--- src/rtl/ft_cmd_pkg.sv ---
// rtl/ft_cmd_pkg.sv - shared constants and state types for the FT command scheduler
// Purpose: opcode values, parser and TX arbiter state encodings, response length.
// Ports: none (package).
package ft_cmd_pkg;

  localparam logic [7:0] OP_WRITE = 8'hA5;
  localparam logic [7:0] OP_READ  = 8'h5A;

  // Read response on the TX FIFO: opcode echo, address, data.
  localparam int RESP_LEN = 3;

  typedef enum logic [2:0] {
    IDLE,
    GET_ADDR,
    GET_DATA,
    WRITE,
    READ,
    RESP
  } parse_state_t;

  typedef enum logic [1:0] {
    T_IDLE,
    T_RESP,
    T_STREAM
  } tx_state_t;

endpackage

--- src/rtl/ft_tx_arb.sv ---
// rtl/ft_tx_arb.sv - TX FIFO arbiter between read responses and the bulk stream
// Purpose: grants the TX FIFO write side to either the 3-byte read response or
//          the pixel stream; the response wins whenever both wait in T_IDLE.
//          A stream grant lasts until stream_last or MAX_BURST bytes.
// Ports:
//   clk, rst                 clock, synchronous active-high reset
//   resp_req                 parser has a response waiting
//   resp_addr, resp_data     payload bytes 2 and 3 of the response
//   resp_done                pulses with the write of the last response byte
//   stream_valid/data/last   stream source
//   stream_ready             stream byte accepted when high with stream_valid
//   tx_full                  TX FIFO full
//   tx_wrreq, tx_data        TX FIFO write side
module ft_tx_arb #(
  parameter int MAX_BURST = 512
) (
  input  logic       clk,
  input  logic       rst,
  input  logic       resp_req,
  input  logic [7:0] resp_addr,
  input  logic [7:0] resp_data,
  output logic       resp_done,
  input  logic       stream_valid,
  input  logic [7:0] stream_data,
  input  logic       stream_last,
  output logic       stream_ready,
  input  logic       tx_full,
  output logic       tx_wrreq,
  output logic [7:0] tx_data
);
  import ft_cmd_pkg::*;

  localparam int BW = $clog2(MAX_BURST + 1);

  tx_state_t     state, state_nxt;
  logic [1:0]    idx;
  logic [BW-1:0] cnt;

  always_ff @(posedge clk) begin
    if (rst) begin
      state <= T_IDLE;
      idx   <= '0;
      cnt   <= '0;
    end else begin
      state <= state_nxt;
      // Both counters restart on every pass through T_IDLE, i.e. every grant.
      if (state == T_IDLE) begin
        idx <= '0;
        cnt <= '0;
      end else if (tx_wrreq) begin
        if (state == T_RESP) idx <= idx + 2'd1;
        else                 cnt <= cnt + BW'(1);
      end
    end
  end

  always_comb begin
    state_nxt    = state;
    tx_wrreq     = 1'b0;
    tx_data      = 8'h00;
    stream_ready = 1'b0;
    resp_done    = 1'b0;
    case (state)
      T_IDLE: begin
        if (resp_req)          state_nxt = T_RESP;
        else if (stream_valid) state_nxt = T_STREAM;
      end
      T_RESP: begin
        // idx only advances on an actual write, so a full FIFO just freezes it.
        tx_wrreq = ~tx_full;
        case (idx)
          2'd0:    tx_data = OP_READ;
          2'd1:    tx_data = resp_addr;
          default: tx_data = resp_data;
        endcase
        if (tx_wrreq && idx == 2'(RESP_LEN - 1)) begin
          resp_done = 1'b1;
          state_nxt = T_IDLE;
        end
      end
      T_STREAM: begin
        stream_ready = ~tx_full;
        tx_wrreq     = stream_valid & ~tx_full;
        tx_data      = stream_data;
        if (tx_wrreq && (stream_last || cnt == BW'(MAX_BURST - 1)))
          state_nxt = T_IDLE;
      end
      default: state_nxt = T_IDLE;
    endcase
  end

endmodule

--- src/rtl/ft_cmd_sched.sv ---
// rtl/ft_cmd_sched.sv - FT command parser, register bridge and TX scheduler (top)
// Purpose: reads write (A5 addr data) and read (5A addr) commands from the RX
//          FIFO, drives the register bus, and returns read data as 5A addr data
//          through ft_tx_arb, which shares the TX FIFO with the pixel stream.
// Ports:
//   clk, rst                        clock, synchronous active-high reset
//   rx_empty, rx_data, rx_rdreq     RX FIFO read side (non-showahead)
//   tx_full, tx_wrreq, tx_data      TX FIFO write side
//   reg_addr, reg_wdata, reg_we     register bus, reg_rdata one cycle latency
//   stream_valid/data/last/ready    bulk stream toward the PC
//   busy                            parser not in IDLE
//   err_cnt                         saturating protocol error count
// Option: define FT_CMD_TIMEOUT_EN to abort partial commands after
//         TIMEOUT_CYCLES consecutive empty-FIFO cycles.
module ft_cmd_sched #(
  parameter int MAX_BURST      = 512,
  parameter int TIMEOUT_CYCLES = 65535
) (
  input  logic       clk,
  input  logic       rst,
  input  logic       rx_empty,
  input  logic [7:0] rx_data,
  output logic       rx_rdreq,
  input  logic       tx_full,
  output logic       tx_wrreq,
  output logic [7:0] tx_data,
  output logic [7:0] reg_addr,
  output logic [7:0] reg_wdata,
  output logic       reg_we,
  input  logic [7:0] reg_rdata,
  input  logic       stream_valid,
  input  logic [7:0] stream_data,
  input  logic       stream_last,
  output logic       stream_ready,
  output logic       busy,
  output logic [7:0] err_cnt
);
  import ft_cmd_pkg::*;

  if (MAX_BURST < 1 || TIMEOUT_CYCLES < 1) begin : g_bad_param
    $error("ft_cmd_sched: MAX_BURST and TIMEOUT_CYCLES must be at least 1");
  end

  parse_state_t state, state_nxt;
  logic         byte_vld;   // rx_data holds the byte requested last cycle
  logic         is_write;
  logic         rd_wait;    // second READ cycle: reg_rdata is valid
  logic [7:0]   rdata_q;
  logic         bad_op;
  logic         to_abort;
  logic         resp_done;
  logic         fetch;

  assign fetch  = (state == IDLE) || (state == GET_ADDR) || (state == GET_DATA);
  assign busy   = (state != IDLE);
  assign reg_we = (state == WRITE);

  always_ff @(posedge clk) begin
    if (rst) begin
      state     <= IDLE;
      rx_rdreq  <= 1'b0;
      byte_vld  <= 1'b0;
      is_write  <= 1'b0;
      rd_wait   <= 1'b0;
      reg_addr  <= 8'h00;
      reg_wdata <= 8'h00;
      rdata_q   <= 8'h00;
      err_cnt   <= 8'h00;
    end else begin
      state <= state_nxt;
      // One request at a time: no new request while one is pending or its
      // byte is being consumed, so a state change never strands a byte.
      rx_rdreq <= fetch && !rx_empty && !rx_rdreq && !byte_vld && !to_abort;
      byte_vld <= rx_rdreq;
      rd_wait  <= (state == READ) && !rd_wait;
      if (byte_vld) begin
        case (state)
          IDLE:     is_write  <= (rx_data == OP_WRITE);
          GET_ADDR: reg_addr  <= rx_data;
          GET_DATA: reg_wdata <= rx_data;
          default:  ;
        endcase
      end
      if (state == READ && rd_wait) rdata_q <= reg_rdata;
      if ((bad_op || to_abort) && err_cnt != 8'hFF) err_cnt <= err_cnt + 8'd1;
    end
  end

  always_comb begin
    state_nxt = state;
    bad_op    = 1'b0;
    case (state)
      IDLE: begin
        if (byte_vld) begin
          if (rx_data == OP_WRITE || rx_data == OP_READ) state_nxt = GET_ADDR;
          else                                           bad_op    = 1'b1;
        end
      end
      GET_ADDR: if (byte_vld) state_nxt = is_write ? GET_DATA : READ;
      GET_DATA: if (byte_vld) state_nxt = WRITE;
      WRITE:    state_nxt = IDLE;
      READ:     if (rd_wait) state_nxt = RESP;
      RESP:     if (resp_done) state_nxt = IDLE;
      default:  state_nxt = IDLE;
    endcase
    if (to_abort) state_nxt = IDLE;
  end

`ifdef FT_CMD_TIMEOUT_EN
  localparam int TW = $clog2(TIMEOUT_CYCLES + 1);
  logic [TW-1:0] idle_cnt;
  logic          starving;

  // Only cycles where the parser is truly waiting on an empty FIFO count.
  assign starving = (state == GET_ADDR || state == GET_DATA) && rx_empty &&
                    !rx_rdreq && !byte_vld;
  assign to_abort = starving && (idle_cnt == TW'(TIMEOUT_CYCLES - 1));

  always_ff @(posedge clk) begin
    if (rst || !starving || to_abort) idle_cnt <= '0;
    else                              idle_cnt <= idle_cnt + TW'(1);
  end
`else
  assign to_abort = 1'b0;
`endif

  ft_tx_arb #(
    .MAX_BURST (MAX_BURST)
  ) u_tx_arb (
    .clk          (clk),
    .rst          (rst),
    .resp_req     (state == RESP),
    .resp_addr    (reg_addr),
    .resp_data    (rdata_q),
    .resp_done    (resp_done),
    .stream_valid (stream_valid),
    .stream_data  (stream_data),
    .stream_last  (stream_last),
    .stream_ready (stream_ready),
    .tx_full      (tx_full),
    .tx_wrreq     (tx_wrreq),
    .tx_data      (tx_data)
  );

endmodule
--- config.mk ---
export PLATFORM = sky130hd
export DESIGN_NAME = ft_cmd_sched
export DESIGN_NICKNAME = d
export VERILOG_FILES = /design/src/rtl/ft_cmd_pkg.sv /design/src/rtl/ft_tx_arb.sv /design/src/rtl/ft_cmd_sched.sv
export SDC_FILE = /design/constraint.sdc
export NUM_CORES = 1
export LEC_CHECK = 0
export ABC_AREA = 1
export ABC_CLOCK_PERIOD_IN_PS = 1600
export CAP_MARGIN = 10
export CORE_ASPECT_RATIO = 0.6
export CORE_MARGIN = 5
export CORE_UTILIZATION = 25
export DETAILED_ROUTE_END_ITERATION = 6
export GPL_ROUTABILITY_DRIVEN = 0
export GPL_TIMING_DRIVEN = 0
export SLEW_MARGIN = 5
export SYNTH_ARGS = -nofsm -noshare
export SYNTH_HDL_FRONTEND = slang
export SYNTH_SLANG_ARGS = --single-unit
--- constraint.sdc ---
create_clock -name clk -period 1.6 [get_ports clk]
set_input_delay 0.16 -clock clk [delete_from_list [all_inputs] [get_ports clk]]
set_output_delay 0.16 -clock clk [all_outputs]
set_load 0.05 [all_outputs]
Word level (Yosys, flattened, before mapping)
Index checks and enable logic that the tools add are counted.
{"block": "totals", "input_bits": 30, "word_cells": 90, "output_inout_bits": 37, "regBits": 53}
{"block": "op_classes", "n_reduce_logical": 28, "n_mux": 22, "bitwise": 3, "eq_ne": 22, "add_sub_neg": 3}
{"cell": "one-hot mux 8 bit (2 select lines)", "count": 2}
{"cell": "two-way mux 3 bit", "count": 7}
{"cell": "one-hot mux 3 bit (5 select lines)", "count": 1}
{"cell": "inequality test 2 bit, second input constant", "count": 6}
{"cell": "adder 10 x 1 -> 10 bit, second input constant", "count": 1}
{"cell": "== test 10 x 9 -> 1 bit, second input constant", "count": 1}
{"cell": "AND reduction 2 bit", "count": 5}
{"cell": "adder 8 x 1 -> 8 bit, second input constant", "count": 1}
{"cell": "== test 8 x 7 -> 1 bit, second input constant", "count": 1}
{"cell": "== test 8 bit, second input constant", "count": 1}
{"cell": "logical AND 1 bit", "count": 8}
{"cell": "two-way mux 2 bit", "count": 4}
{"cell": "inequality test 8 bit, second input constant", "count": 1}
{"cell": "== test 3 x 2 -> 1 bit, second input constant", "count": 2}
{"cell": "== test 3 bit, second input constant", "count": 2}
{"cell": "two-way mux 1 bit", "count": 6}
{"cell": "one-hot mux 2 bit (3 select lines)", "count": 1}
{"cell": "AND reduction 6 bit", "count": 1}
{"cell": "== test 2 x 1 -> 1 bit, second input constant", "count": 2}
{"cell": "== test 2 bit, second input constant", "count": 2}
{"cell": "logical NOT 1 bit", "count": 4}
{"cell": "logical NOT 2 bit", "count": 2}
{"cell": "logical OR 1 bit", "count": 4}
{"cell": "inequality test 2 x 1 -> 1 bit, second input constant", "count": 2}
{"cell": "other kinds (10)", "count": 11}

Longest topological paths before layout
{"block": "logic_depth", "depth_word": 6, "mapped_depth": 10, "depth_no_buf": 10}

Hierarchy
A second synthesis with hierarchy kept.
{"block": "hier_totals", "cells_unflattened": 417, "area_unflattened_um2": 2875.3}
{"module": "ft_cmd_sched", "cells_each": 242, "seq_area_each_um2": 780.7, "area_each_um2": 1796.7, "n_inst": 1}
{"module": "ft_tx_arb", "cells_each": 175, "seq_area_each_um2": 280.3, "area_each_um2": 1078.5, "n_inst": 1}

Least setup slack after synthesis
OpenSTA, ideal clock, no wires.
{"block": "synth_path", "path_type": "reg2out", "from": "register u_tx_arb.state[1]", "to": "output port tx_data[1]", "setup_slack_ps": -354, "required_time_ps": 1440, "arrival_time_ps": 1794, "stages_incl_launch_ff": 6, "path_buffers": 1, "cell_sequence": "dfxtp_1 inv_1 ha_1 clkbuf_1 o211ai_1 a21oi_1"}
{"block": "synth_via", "elab_chain_cells": 2, "word_cells_on_any_way": 3, "classes_between": "eq/ne: 2; mux: 1"}
{"element": "start, declared", "line": "ft_tx_arb.sv:35", "source": "tx_state_t state, state_nxt;"}
{"element": "start signal, assigned", "line": "ft_tx_arb.sv:45", "source": "state <= state_nxt;"}
{"element": "== test 2 bit / == test 2 x 1 -> 1 bit (equally long branches)", "line": "ft_tx_arb.sv:63", "source": "case (state)"}
{"element": "one-hot mux 8 bit (2 select lines) *", "line": "ft_tx_arb.sv:63"}
{"element": "end, declared", "line": "ft_cmd_sched.sv:26", "source": "output logic [7:0] tx_data,"}
Every way passes the cells marked *; elsewhere a longest branch is shown, timed or not.

Worst setup path after layout
{"block": "layout_path", "from": "register u_tx_arb.idx[1]", "to": "output port tx_data[1]"}
{"block": "layout_via", "elab_chain_cells": 3, "word_cells_on_any_way": 4, "classes_between": "eq/ne: 1; mux: 2; reduce/logical: 1"}
{"element": "start, declared", "line": "ft_tx_arb.sv:36", "source": "logic [1:0] idx;"}
{"element": "start signal, assigned", "line": "ft_tx_arb.sv:51", "source": "if (state == T_RESP) idx <= idx + 2'd1;"}
{"element": "== test 2 x 1 -> 1 bit / logical NOT 2 bit (equally long branches)", "line": "ft_tx_arb.sv:71", "source": "case (idx)"}
{"element": "one-hot mux 8 bit (2 select lines) *", "line": "ft_tx_arb.sv:71"}
{"element": "one-hot mux 8 bit (2 select lines) *", "line": "ft_tx_arb.sv:63"}
Marks and branches as above.

==> qor.yml <==
route.antenna.remaining_nets: 0
seq_area_frac_synth_pct: 37.82
clock_sinks: 53
synthCells: 403
hold_viol_final: 0
initial_core_util_pct: 25.16
ys_top_cells_by_area: "dfxtp_1, nand2_1, a21oi_1, nand3_1, inv_1"
rsz0062_at_grt: "true"
worst_slack_ns: -0.1583
via_count: 2887
grt-ovfl-total: 0
diodes: 0
first_global_vias: 2667
path_class: "reg -> out"
drive_gt1_share_pct: 18.80
setup_violations: 9
fp.dieH_um: 92.05
synth_area_um2: 2805
regArea_um2: 1080
power.leakage_uw: 0.001547
clockBufferDepth: 2
holdCritPathClass: "reg -> reg"
ys_ff_latch: 53
routed_via_density: 4.597
wl_mm: 8.201
syn_area_per_cell_um2: 6.961
fmax_mhz: 568.7
skew_ns: 0.009611
timing.setup.tns_ns: -1.102
worstSetupEndpointType: "output port"
critPathMaxFanout: 8
cp.required_ns: 1.44
die_w_um: 146.8
die_area_um2: 13510
synth_flop_cell: "dfxtp_1"
ir_worst_vdd_mv: 0.4681
synth_top_cell_by_area: "dfxtp_1"
rows: 30
start_kind: "register"
cts_tree: "yes"
slew_headroom_pct: 61.70
worst_slew_pin_slew_ns: 0.5744
cp.arrival_ns: 1.60
power_per_cell_area_nw_per_um2: 1057
final_area_um2: 4090
fillers: 1175
portBuffers: 66
synth-edff-count: 0
drv_slew: 0
grt_max_degree: 18
track_usage_pct: 12.15
synth_warnings: 0
yosysMostFrequentCell: "nand2_1"
path_clk_slew_ns: 0.07
io_pins: 67
maxCapViolations: 0
drt-initial-drc-count: 154
core_area_um2: 11150
yosys.area.top_type_share_pct: 37.82
ys_types: 32
detail_route.drc_violations: 0
final_nets: 521
finalPower_uw: 4325
ys_async_sr_fraction_pct: 0
status: "complete, but fails checks"
postCtsHoldBufs: 0
syn-num-nets: 441
yosys-top-cells-count: "nand2_1, dfxtp_1, a21oi_1, inv_1, nand3_1"
hold_ws_ns: 0.4286
clk_latency_ns: 0.30
grt_pass1_wl_mm: 13.37
place_hpwl_mm: 6.173
htree_levels: 2
wire_per_inst_um: 13.06
cts_inserted_buffers: 5
violations: "negative setup slack"
min_period_ns: 1.758
dpl_cell_area_um2: 3741
multi_input_area_um2: 1689
antenna_found_initial: 0
syn_to_final_growth_pct: 45.81
fin_crit_sh_pct: 109.9
first_pass_iters: 5
clk_root_buffer_cell: "clkbuf_16"
[state kept, by name, summed over array words and instances (netlist names), 2 cells and up]
register,cells
err_cnt,8
state,3
rdata_q,8
reg_wdata,8
reg_addr,8
u_tx_arb.cnt,10
u_tx_arb.idx,2
u_tx_arb.state,2
[power breakdown]
part	switching [uW]	leakage (uW)	internal (uW)
Combinational	1100	0.00104	702
Clock	517	0.0000702	584
Sequential	55.8	0.000433	1370
Total	1670	0.00155	2650
[cell type report]
type | instances | share of cell area, %
timing repair buffer | 73 | 16.92
buffer | 12 | 2.050
multi-input combinational | 284 | 41.30
clock buffer | 5 | 3.059
sequential | 53 | 26.40
clock inverter | 3 | 0.5200
inverter | 54 | 5.353
tap | 144 | 4.405
[cell families (layout without fill, tap and decap cells)]
group,Yosys count,in the layout,share of synthesized area [%]
AND/OR/NAND/NOR,177,177,28.72
AO/OA/AOI/OAI,88,88,16.90
buffers and inverters,66,147,9.544
flip-flops,53,53,37.82
XOR/XNOR,11,11,3.434
adder cells (fa/ha/maj),8,8,3.568
[what timing repair did]
item                       in CTS  in global routing
buffers inserted                4                  2
cloned                          1                  0
pin swaps                      13                  9
resized for setup             132                 20
setup endpoints to repair      45                 29
[routing by layer]
metal | share of wire, % | GRT usage [%] | wire [um] | up-vias
met5 | 0 | 0 | 0 | -
met4 | 0.89 | 2.660 | 73 | 0
met3 | 7.5 | 4.346 | 614 | 9
met2 | 42 | 18.04 | 3411 | 78
met1 | 50 | 16.85 | 4101 | 1325
li1 | - | - | - | 1475
[layout by cell type (no fill, tap or decap), drive strengths merged, types with 4 or more instances in the layout]
master	n
a21oi	54
buf	28
clkbuf	8
clkdlybuf4s50	29
dfxtp	53
dlygate4sd2	25
ha	8
inv	53
nand2	90
nand3	41
nor2	38
nor3	4
o211ai	4
o21ai	23
o22ai	5
xnor2	4
xor2	7
[worst paths after layout]
| path | startpoint | end | slack (ns) | cells past startpoint |
|---|---|---|---|---|
| setup / recovery | u_tx_arb.idx[1]$_SDFFE_PP0P_ | tx_data[1] | -0.16 | 7 |
| hold / removal | rx_rdreq$_SDFF_PP0_ | byte_vld$_SDFF_PP0_ | 0.43 | 2 |
| setup reg to reg | u_tx_arb.idx[0]$_SDFFE_PP0P_ | state[2]$_SDFFE_PP0P_ | 0.12 | 9 |
| hold reg to reg | rx_rdreq$_SDFF_PP0_ | byte_vld$_SDFF_PP0_ | 0.43 | 2 |
[worst max-delay path, cell delays in order (launching register included)]
cell and delay, ns:
dfxtp_2 0.34, inv_2 0.06, ha_4 0.18, nor2_4 0.12, inv_4 0.07, o211ai_1 0.29, a21oi_4 0.09, buf_6 0.16
[per-stage QoR]
stage / cells / util [%] / worst slack (ns)
floorplan: 403 / - / 0.0006961
global placement: 613 / 33.56 / -0.8036
detailed placement: 613 / 33.56 / -0.8499
CTS: 626 / 36.11 / -0.2130
global route: 628 / 36.69 / -0.2568
finish: 628 / 36.69 / -0.1583
Note: power is estimated with default switching activity, not from simulation.
